===== src/rtl/mod_counter_bcd_pkg.sv =====
// Shared types and elaboration helpers for the BCD up/down counter.
package mod_counter_pkg;

  typedef enum logic {IDLE, SHIFT} state_t;

  localparam int unsigned ADD3_THRESH = 5;
  localparam int unsigned ADD3_VAL    = 3;

  // Bits needed to hold values 0..value-1.
  function automatic int unsigned clog2(input int unsigned value);
    int unsigned r;
    r = 0;
    for (int unsigned i = 0; i < 32; i++) begin
      if ((64'd1 << r) < 64'(value)) r++;
    end
    return r;
  endfunction

  // Smallest digit count whose decimal range covers max_val.
  function automatic int unsigned min_digits(input int unsigned max_val);
    int unsigned d;
    int unsigned p;
    d = 1;
    p = 10;
    for (int unsigned i = 0; i < 10; i++) begin
      if (p <= max_val) begin
        d++;
        p = p * 10;
      end
    end
    return d;
  endfunction

endpackage


===== src/rtl/mod_counter_bcd_if.sv =====
// Control and result bundle between the counter and its user.
interface mod_counter_bcd_if #(
  parameter int unsigned WIDTH  = 8,
  parameter int unsigned DIGITS = 3
);
  logic                  en;
  logic                  up;
  logic                  load;
  logic [WIDTH-1:0]      d;
  logic [WIDTH-1:0]      q;
  logic                  tc;
  logic [4*DIGITS-1:0]   bcd;
  logic                  bcd_valid;

  modport master (output en, up, load, d, input q, tc, bcd, bcd_valid);
  modport slave  (input en, up, load, d, output q, tc, bcd, bcd_valid);
endinterface


===== src/rtl/mod_counter_bcd_seq_bin2bcd.sv =====
// Sequential shift-add-3 binary-to-BCD converter; restarts whenever value moves.
module seq_bin2bcd
  import mod_counter_pkg::*;
#(
  parameter int unsigned WIDTH  = 8,
  parameter int unsigned DIGITS = 3
) (
  input  logic                clk,
  input  logic                rst_n,
  input  logic [WIDTH-1:0]    value,
  output logic [4*DIGITS-1:0] bcd,
  output logic                valid
);
  localparam int unsigned CW = clog2(WIDTH + 1);
  localparam int unsigned AW = 4 * DIGITS;

  state_t            state;
  logic [WIDTH-1:0]  snap;
  logic [WIDTH-1:0]  sh;
  logic [AW-1:0]     acc;
  logic [AW-1:0]     acc_adj;
  logic [AW-1:0]     acc_shift;
  logic [CW-1:0]     cnt;
  logic [AW-1:0]     bcd_r;

  always_comb begin
    acc_adj = acc;
    for (int unsigned i = 0; i < DIGITS; i++) begin
      if (acc[4*i +: 4] >= 4'(ADD3_THRESH))
        acc_adj[4*i +: 4] = acc[4*i +: 4] + 4'(ADD3_VAL);
    end
    acc_shift = {acc_adj[AW-2:0], sh[WIDTH-1]};
  end

  // snap stays equal to the converted value so a change is detected mid-shift;
  // sh is the shadow that actually shifts out into acc.
  always_ff @(posedge clk or negedge rst_n) begin
    if (!rst_n) begin
      state <= IDLE;
      snap  <= '0;
      sh    <= '0;
      acc   <= '0;
      cnt   <= '0;
      bcd_r <= '0;
    end else if (value != snap) begin
      snap  <= value;
      sh    <= value;
      acc   <= '0;
      cnt   <= CW'(WIDTH);
      state <= SHIFT;
    end else if (state == SHIFT) begin
      acc <= acc_shift;
      sh  <= sh << 1;
      cnt <= cnt - CW'(1);
      if (cnt == CW'(1)) begin
        bcd_r <= acc_shift;
        state <= IDLE;
      end
    end
  end

  assign bcd   = bcd_r;
  assign valid = (state == IDLE) && (value == snap);
endmodule


===== src/rtl/mod_counter_bcd.sv =====
// Loadable up/down counter with terminal value, wrap/saturate and BCD readout.
module mod_counter_bcd
  import mod_counter_pkg::*;
#(
  parameter int unsigned WIDTH    = 8,
  parameter int unsigned MAX      = 2**WIDTH - 1,
  parameter bit          SATURATE = 1'b0,
  parameter int unsigned DIGITS   = 3
) (
  input logic              clk,
  input logic              rst_n,
  mod_counter_bcd_if.slave bus
);
  if (WIDTH < 2 || WIDTH > 16) begin : g_bad_width
    $fatal(1, "mod_counter_bcd: WIDTH must be 2..16");
  end
  if (DIGITS < min_digits(MAX)) begin : g_bad_digits
    $fatal(1, "mod_counter_bcd: DIGITS too small for MAX");
  end

  localparam logic [WIDTH-1:0] MAX_Q = WIDTH'(MAX);

  logic [WIDTH-1:0] q_r;
  logic [WIDTH-1:0] q_nxt;
  logic             tc_r;
  logic             tc_nxt;

  always_comb begin
    q_nxt  = q_r;
    tc_nxt = 1'b0;
    if (bus.load) begin
      q_nxt = (bus.d > MAX_Q) ? MAX_Q : bus.d;
    end else if (bus.en) begin
      if (bus.up) begin
        if (q_r == MAX_Q) begin
          tc_nxt = 1'b1;
          q_nxt  = SATURATE ? MAX_Q : '0;
        end else begin
          q_nxt = q_r + WIDTH'(1);
        end
      end else begin
        if (q_r == '0) begin
          tc_nxt = 1'b1;
          q_nxt  = SATURATE ? '0 : MAX_Q;
        end else begin
          q_nxt = q_r - WIDTH'(1);
        end
      end
    end
  end

  always_ff @(posedge clk or negedge rst_n) begin
    if (!rst_n) begin
      q_r  <= '0;
      tc_r <= 1'b0;
    end else begin
      q_r  <= q_nxt;
      tc_r <= tc_nxt;
    end
  end

  assign bus.q  = q_r;
  assign bus.tc = tc_r;

  seq_bin2bcd #(
    .WIDTH  (WIDTH),
    .DIGITS (DIGITS)
  ) u_conv (
    .clk   (clk),
    .rst_n (rst_n),
    .value (q_r),
    .bcd   (bus.bcd),
    .valid (bus.bcd_valid)
  );
endmodule


===== src/flat_wrapper.sv =====
// flat-port wrapper written by rule: the top's interface ports become plain ports
module mod_counter_bcd_flat import mod_counter_pkg::*;
#(
  parameter int unsigned WIDTH    = 8,
  parameter int unsigned MAX      = 2**WIDTH - 1,
  parameter bit          SATURATE = 1'b0,
  parameter int unsigned DIGITS   = 3
)
  (clk, rst_n, bus_en, bus_up, bus_load, bus_d, bus_q, bus_tc, bus_bcd, bus_bcd_valid);
  mod_counter_bcd_if #(.WIDTH(WIDTH), .DIGITS(DIGITS)) bus_i ();
  input logic clk;
  input logic rst_n;
  input wire logic [$bits(bus_i.en)-1:0] bus_en;
  input wire logic [$bits(bus_i.up)-1:0] bus_up;
  input wire logic [$bits(bus_i.load)-1:0] bus_load;
  input wire logic [$bits(bus_i.d)-1:0] bus_d;
  output wire logic [$bits(bus_i.q)-1:0] bus_q;
  output wire logic [$bits(bus_i.tc)-1:0] bus_tc;
  output wire logic [$bits(bus_i.bcd)-1:0] bus_bcd;
  output wire logic [$bits(bus_i.bcd_valid)-1:0] bus_bcd_valid;
  assign bus_i.en = bus_en;
  assign bus_i.up = bus_up;
  assign bus_i.load = bus_load;
  assign bus_i.d = bus_d;
  assign bus_q = bus_i.q;
  assign bus_tc = bus_i.tc;
  assign bus_bcd = bus_i.bcd;
  assign bus_bcd_valid = bus_i.bcd_valid;
  mod_counter_bcd #(.WIDTH(WIDTH), .MAX(MAX), .SATURATE(SATURATE), .DIGITS(DIGITS)) u_core (.clk(clk), .rst_n(rst_n), .bus(bus_i));
endmodule

===== config.mk =====
export PLATFORM = sky130hd
export DESIGN_NAME = mod_counter_bcd_flat
export DESIGN_NICKNAME = d
export VERILOG_FILES = /design/src/rtl/mod_counter_bcd_pkg.sv /design/src/rtl/mod_counter_bcd_if.sv /design/src/rtl/mod_counter_bcd_seq_bin2bcd.sv /design/src/rtl/mod_counter_bcd.sv /design/src/flat_wrapper.sv
export SDC_FILE = /design/constraint.sdc
export NUM_CORES = 1
export LEC_CHECK = 0
export CORE_AREA = 4 4 92 94
export DETAILED_ROUTE_END_ITERATION = 12
export DIE_AREA = 0 0 96 98
export DONT_BUFFER_PORTS = 1
export MAX_ROUTING_LAYER = met4
export PLACE_DENSITY = 0.52
export SYNTH_ARGS = -nofsm -noshare
export SYNTH_HDL_FRONTEND = slang
export SYNTH_HIERARCHICAL = 1
export SYNTH_SLANG_ARGS = --single-unit

===== constraint.sdc =====
create_clock -name clk -period 4.9 [get_ports clk]
set_input_delay 0.49 -clock clk [delete_from_list [all_inputs] [get_ports clk]]
set_output_delay 0.49 -clock clk [all_outputs]
set_load 0.01 [all_outputs]

**Yosys cells after proc, flatten, opt, wreduce, memory -nomap -nowiden**

Index checks and enable logic that the tools add are counted.

- Order comparisons: 4
- Div/mod/pow operators: 0
- Equal/unequal tests: 4
- $mul: 0
- Bitwise logic cells: 2
- Shift operators: 0
- Reductions and logical operators: 5
- Multiplexer cells: 23
- $add $sub $neg: 6

Operators by type and width:

| operator | number |
|---|---|
| 2-to-1 mux 8 bit | 8 |
| 2-to-1 mux 12 bit | 2 |
| 2-to-1 mux 4 bit | 4 |
| greater-or-equal comparator 4 x 3 -> 1 bit, second input constant | 3 |
| adder 4 x 2 -> 4 bit, second input constant | 2 |
| adder 8 x 1 -> 8 bit, second input constant | 1 |
| == test 8 bit | 1 |
| == test 8 bit, second input constant | 1 |
| > comparator 8 bit, second input constant | 1 |
| zero test 8 bit | 1 |
| 2-to-1 mux 1 bit | 8 |
| != test 8 bit | 1 |
| subtractor 8 x 1 -> 8 bit, second input constant | 1 |
| == test 4 x 1 -> 1 bit, second input constant | 1 |
| nonzero test 2 bit | 2 |
| subtractor 4 x 1 -> 4 bit, second input constant | 1 |
| adder 3 x 2 -> 3 bit, second input constant | 1 |
| 2-to-1 mux 3 bit | 1 |
| AND reduction 3 bit | 1 |
| inverter 1 bit | 2 |
| logical AND 1 bit | 1 |

- Output and inout port bits: 22
- Bits in read-only memories: 0
- Word-level logic and storage cells: 52
- Memory bits (writable): 0
- Flip-flop bits (word level): 54
- Input bits: 13
- Latch bits: 0
- Memories: 0

**Logic depth before layout (Yosys ltp)**

Gate-level depths: netlist (run 1).

- Depth after elaboration: 5
- Gate-level depth with buffers: 8
- Depth with buffers taken out: 7

**Hierarchy**

The synthesis (run 1) kept the hierarchy.

By module, submodules not included:

| module | area an instance (um^2) | times used | seq. area each (um^2) | cells each |
|---|---|---|---|---|
| seq_bin2bcd | 2195.9 | 1 | 1126.1 | 210 |
| mod_counter_bcd | 809.5 | 1 | 225.2 | 109 |

**Worst setup path before layout (run 1)**

OpenSTA, ideal clock, no wires.

- Path type: register to register
- Start: reg u_core.q_r[4] (netlist: u_core/bus.q[4])
- End: reg u_core.u_conv.bcd_r[10] (netlist: u_core/u_conv/bcd[10])
- Arrival time: 1.998 ns
- Slack: 2.777 ns
- Buffers on the path: 1
- Cell stages (with the launch flop): 7
- Clock period less this slack: 2.123 ns
- Path through: dfrtp_1 > xor2_1 > nor4_2 > nand2_1 > or3_4 > buf_6 > mux2_4

- Cells in the longest elaborated chain, start to end: 3

Ends and longest elaborated chain:

| item | RTL line | RTL |
|---|---|---|
| start: declaration | mod_counter_bcd.sv:23 | `logic [WIDTH-1:0] q_r;` |
| start signal: assignment | mod_counter_bcd.sv:57 | `q_r <= q_nxt;` |
| != test 8 bit | mod_counter_bcd_seq_bin2bcd.sv:45 | `end else if (value != snap) begin` |
| inverter 1 bit (no source line) | -- |  |
| AND reduction 3 bit (no source line) | -- |  |
| end signal: assignment | mod_counter_bcd_seq_bin2bcd.sv:56 | `bcd_r <= acc_shift;` |
| end: declaration | mod_counter_bcd_seq_bin2bcd.sv:24 | `logic [AW-1:0] bcd_r;` |

No other way between the ends.
A chain may end at the register's enable or synchronous reset.

**Worst setup path after layout (run 1)**

- Start: reg u_core.q_r[1] (netlist: u_core/bus.q[1])
- End: out bus_bcd_valid

- Cells in the longest elaborated chain, start to end: 2

Ends and longest elaborated chain:

| item | RTL line | RTL |
|---|---|---|
| == test 8 bit | mod_counter_bcd_seq_bin2bcd.sv:63 | `assign valid = (state == IDLE) && (value == snap);` |
| logical AND 1 bit | mod_counter_bcd_seq_bin2bcd.sv:63 |  |
| end: declaration | flat_wrapper.sv:20 | `output wire logic [$bits(bus_i.bcd_valid)-1:0] bus_bcd_valid;` |

No other way between the ends.

==> results.ini, run 1 <==
[critical_path]
cp_cell_sequence = xor2_1, nor4_2, nand2_1, buf_4, nor2_1
cp.arrival_ns = 2.07
worstPathRequired_ns = 4.41
cpMaxStageDelayCell = dfrtp_1
crit_type = reg2out
path_buf_inv = 1
slowest_delay_ns = 0.58
r2r_slack_ns = 2.38
cp-start-kind = register
critPathMaxFanout = 34
end_kind = output port
cp_top_family = simple AND/OR/NAND/NOR gates

[sta]
worst_pin_slew_ns = 0.599
slew_headroom_pct = 60.1
finalMaxSlewViolations = 0
setup_viol = 0
whs_ns = 0.0194
fin_crit_ns = 2.56
fin_setup_tns_ns = 0
fmax_mhz = 390
grt_setup_unrepaired = false
min_period_over_period_pct = 52.3
hold_viol_final = 0
clock_skew_ns = 0.00937

[floorplan]
core_area_sq_um = 7650
rows = 32
start_util_pct = 39.3
die_width_um = 96
die-area_sq_um = 9410
die_h_um = 98
top_level_ports = 35

[final_layout]
final_common_cell = dfrtp_1
final_cell_mix = dfrtp_1 (54), nand2_1 (39), nor2_1 (34)
nets = 331
drive_gt1_share_pct = 10.1
areaGrowthSynthToFinish_pct = 7.20
antenna-diode-count = 0
fin_util_pct = 42.1

[logic_synthesis]
synth_top_cell_by_area = dfrtp_1
synth_edf_count = 0
ys_ff_latch = 54
ys_seq_area_share_pct = 45.0
synth_flop_cell = dfrtp_1
ys_types = 48
synthArstFlopShare_pct = 100
synth_top_area_share_pct = 45.0
ys_warn_count = 6
synthTopCellsByArea = dfrtp_1 (45%), nand2_1 (4.9%), mux2i_1 (4.7%)
syn_nets = 343
netlist_instances = 319
synth_area_sq_um = 3010
synth_area_per_cell_sq_um = 9.42

[clock_tree]
cts_tree = yes
htree_levels = 2
cts_resized = 0
cts.path.max_buffers = 2
cts_num_sinks = 54
cts_inserted_buffers = 5
cts-root-buf = clkbuf_8
clk_pin_slew_ns = 0.10
clk_latency_ns = 0.31

[detailed_routing]
drcViolationCount = 0
drt_first_pass_iters = 4
wl_um = 6030
antenna_left = 0
wl_per_cell_um = 14.7
initialDrtViolationCount = 122
via_count = 2139
detail_route.vias_per_cell = 5.22

[placement]
port_buffers = 0
dp_hpwl_um = 4050
gp_congestion = 0.819

[grt]
grt.total_usage_pct = 14.1
grt_overflow = 0
grt_first_pass_wirelength_um = 10400
grt_max_degree = 55
grt_pass1_vias = 2174
antenna_found_initial = 0

[power]
power.density_nw_per_um2 = 302
max-vdd-ir-drop_mv = 0.120
p_leak_nw = 1.49
power.total_w = 0.000972

[min_path]
min_path_type = in2async

[status]
status = finished clean

[flow_run]
maxCapViolCount = 0

-- flip-flops by register name, indices dropped and copies added (netlist names) --
signal               cells
u_core/bus.q             8
u_core/bus.tc            1
u_core/u_conv/acc       12
u_core/u_conv/bcd       12
u_core/u_conv/cnt        4
u_core/u_conv/sh         8
u_core/u_conv/snap       8
u_core/u_conv/state      1
-- power by group --
part | leakage (nW) | total (W) | switching [W] | internal (W)
registers | 0.689 | 0.000514 | 0.0000454 | 0.000469
logic | 0.727 | 0.0000938 | 0.0000509 | 0.0000429
clock network | 0.0714 | 0.000364 | 0.000146 | 0.000218
-- worst register-to-register path, cell delays in order (launching register included) --
cell and delay [ns]:
dfrtp_1 0.58, xor2_1 0.26, nor4_2 0.37, nand2_1 0.09, buf_4 0.24, or3_4 0.53
mux2_4 0.34
-- through the flow --
step	area [sq um]	instances	worst slack [ns]
6_report	3220	410	2.34
4_1_cts	3220	410	2.28
3_5_place_dp	3050	401	2.34
3_3_place_gp	3050	401	2.38
2_1_floorplan	3010	319	2.78
5_1_grt	3220	410	2.16
-- routing by layer --
layer	share of wire (%)	routed length (um)	GRT usage, %	vias to the layer above
met5	0	0	-	-
met3	4.4	267	3.78	8
met4	1.4	82	4.60	0
met1	46	2780	18.0	1015
met2	48	2900	21.7	52
li1	-	-	-	1064
-- final timing paths --
check / from / to / cells past startpoint
max: u_core/bus.q[1] / bus_bcd_valid / 5
min: rst_n / u_core/u_conv/bcd[2] / 1
max reg2reg: u_core/bus.q[1] / u_core/u_conv/bcd[6] / 6
min reg2reg: u_core/u_conv/sh[0] / u_core/u_conv/sh[0] / 2
max in group asynchronous: rst_n / u_core/bus.q[6] / 1
min in group clk: bus_load / u_core/bus.q[0] / 1
-- what timing repair did --
item | in CTS | in global routing
buffers inserted | 0 | 0
endpoints found under the hold margin | 54 | 0
hold buffers | 1 | 0
-- Yosys cell counts, types with 2 or more instances --
cell	n
buf_2	2
mux2_2	2
nor2b_1	2
a31oi_1	2
mux2i_1	14
xor2_1	9
nor4_1	2
nor2_1	34
ha_1	11
nand2b_1	7
nand2_1	39
a211oi_1	5
dfrtp_1	54
nor4_2	2
mux2_4	8
xnor2_1	6
a21oi_1	21
nand3_1	12
inv_1	17
a311oi_1	2
nor3_1	2
nor3b_1	2
clkbuf_1	17
o21ai_0	23
-- logic make-up (layout without fill, tap and decap cells) --
family / after synthesis / count (layout) / synth area share (%)
fa+ha+maj: 11 / 11 / 4.58
xor+xnor: 15 / 15 / 4.37
simple gates: 111 / 111 / 18.2
buf+inv: 39 / 28 / 5.33
compound gates: 65 / 65 / 13.1
mux: 24 / 24 / 9.41
flops: 54 / 54 / 45.0
-- layout make-up --
type / count / area [sq um]
Fill cell: 763 / 4430
Multi-Input combinational cell: 226 / 1490
Sequential cell: 54 / 1350
Tap cell: 102 / 128
Clock buffer: 6 / 82.6
Inverter: 17 / 63.8
Clock inverter: 2 / 60.1
Timing Repair Buffer: 3 / 42.5
Power figures use the tool's default switching activity.
==> inputs of run 2 (changes only) <==
- PLACE_DENSITY: 0.52 -> 0.53
- clock period: 4.9 -> 2.3 ns (I/O delays scaled with it)
==> run 2 against run 1 <==
First-iteration DRC count grew 20%. Clock skew shrank 0.0023 ns. Cell area grew 2.2%. Largest power group unchanged. Utilization grew 0.92 points. Die area is the same. Largest cell class unchanged.
==> results.ini, run 2 (same netlist as run 1, synthesis figures left out) <==
[status]
status = finished clean

[placement]
dp_hpwl_um = 4260
port_buffers = 0
gp_congestion = 0.828
postPlaceCellArea_sq_um = 3130

[detailed_routing]
detail_route.vias_per_cell = 5.16
wl_um = 6120
wl_per_cell_um = 14.5
initialDrtViolationCount = 146
via_count = 2183
antenna_left = 0
drcViolationCount = 0
drt_first_pass_iters = 4

[final_layout]
areaGrowthSynthToFinish_pct = 9.53
fill_cells = 754
fin_util_pct = 43.0
final_common_cell = dfrtp_1
multi_input_area_sq_um = 1490
final_cell_mix = dfrtp_1 (54), nand2_1 (39), nor2_1 (34)
fin_area_sq_um = 3290
drive_gt1_share_pct = 12.8
nets = 344
seq_area_sq_um = 1350
antenna-diode-count = 0

[critical_path]
critPathMaxFanout = 33
endpoint = bus_bcd_valid
cp_cell_sequence = xor2_1, nor4_2, nand2_1, buf_4, nor2_1, buf_4
r2r_slack_ns = 0.35
cp-startpoint = u_core/bus.q[1]
cp.arrival_ns = 1.81
reg2reg_depth = 5
cp-start-kind = register
crit-reg2reg-capture = u_core/u_conv/bcd[6]
cpMaxStageDelayCell = dfrtp_1
crit_type = reg2out
end_kind = output port
worstReg2RegStart = u_core/bus.q[1]
crit_top_cell = buf_4
slowest_delay_ns = 0.41
worstPathRequired_ns = 2.07

[clock_tree]
holdBufCountCts = 3
cts.path.max_buffers = 2
htree_levels = 2
clk_latency_ns = 0.30
cts_resized = 0
cts_setup_buffers = 0
cts_inserted_buffers = 5
cts_num_sinks = 54
cts_tree = yes
cts-root-buf = clkbuf_8
clk_pin_slew_ns = 0.09

[grt]
grt_max_degree = 55
grt.total_usage_pct = 14.3
grt_pass1_vias = 2139
grt_first_pass_wirelength_um = 10400
grt_overflow = 0
antenna_found_initial = 0

[floorplan]
top_level_ports = 35
start_util_pct = 39.3
die_width_um = 96
die_h_um = 98
rows = 32
die-area_sq_um = 9410
core_area_sq_um = 7650

[power]
max-vdd-ir-drop_mv = 0.252
p_leak_nw = 1.53
power.density_nw_per_um2 = 595
power.total_w = 0.00196

[sta]
slew_headroom_pct = 73.9
clock_skew_ns = 0.00710
setup_viol = 0
hold_viol_final = 0
grt_setup_unrepaired = false
fmax_mhz = 489
fin_setup_tns_ns = 0
finalMaxSlewViolations = 0
worst_pin_slew_ns = 0.388
min_period_over_period_pct = 88.9
fin_crit_ns = 2.04

[min_path]
worstHoldStart = bus_load
min_path_type = in2reg

[flow_run]
maxCapViolCount = 0

-- run 2: cell types whose count changed in the layout (fill, tap and decap cells not counted), sizes merged --
cell and change:
buf +11, bufinv -1, clkinvlp +1, dlygate4sd3 +2
-- run 2: stage by stage --
step                      setup slack (ns)  cells  hold slack (ns)
after global placement               0.366    412          -0.0639
after global routing                 0.101    423           0.0156
after floorplan                      0.177    319          -0.0656
after CTS                            0.224    423           0.0261
after detailed placement             0.341    412          -0.0638
final                                0.255    423           0.0354
-- run 2: worst max-delay path, delay by kind of cell (launching register included) --
kind                   cells  cell delay (ns)
XOR/XNOR                   1             0.17
buffers and inverters      2             0.38
flip-flops                 1             0.41
AND/OR/NAND/NOR            3             0.55
-- run 2: area by class of cell --
class	count	share of cell area [%]
clock inverter	2	1.14
multi-input combinational	226	45.4
clock buffer	6	2.20
tap	102	3.88
sequential	54	41.0
timing repair buffer	16	4.41
inverter	17	1.94
-- run 2: worst min path at each step --
stage,cells after the start,end
after floorplan,0,u_core/bus.q[0]
after global placement,0,u_core/u_conv/bcd[4]
after detailed placement,0,u_core/u_conv/bcd[3]
after CTS,1,u_core/bus.q[3]
after global routing,1,u_core/bus.q[3]
final,1,u_core/bus.q[3]
-- run 2: per-layer routing --
layer,up-vias,global-route usage (%),share of wire [%]
li1,1091,-,-
met2,52,21.7,48
met1,1033,18.9,46
met5,-,-,0
met4,0,3.83,1.2
met3,7,3.62,4.7
-- run 2: where the power goes --
group	internal, W	switching (W)	total (W)
combinational	0.000119	0.000183	0.000302
sequential	0.00100	0.0000300	0.00103
clock	0.000325	0.000302	0.000627
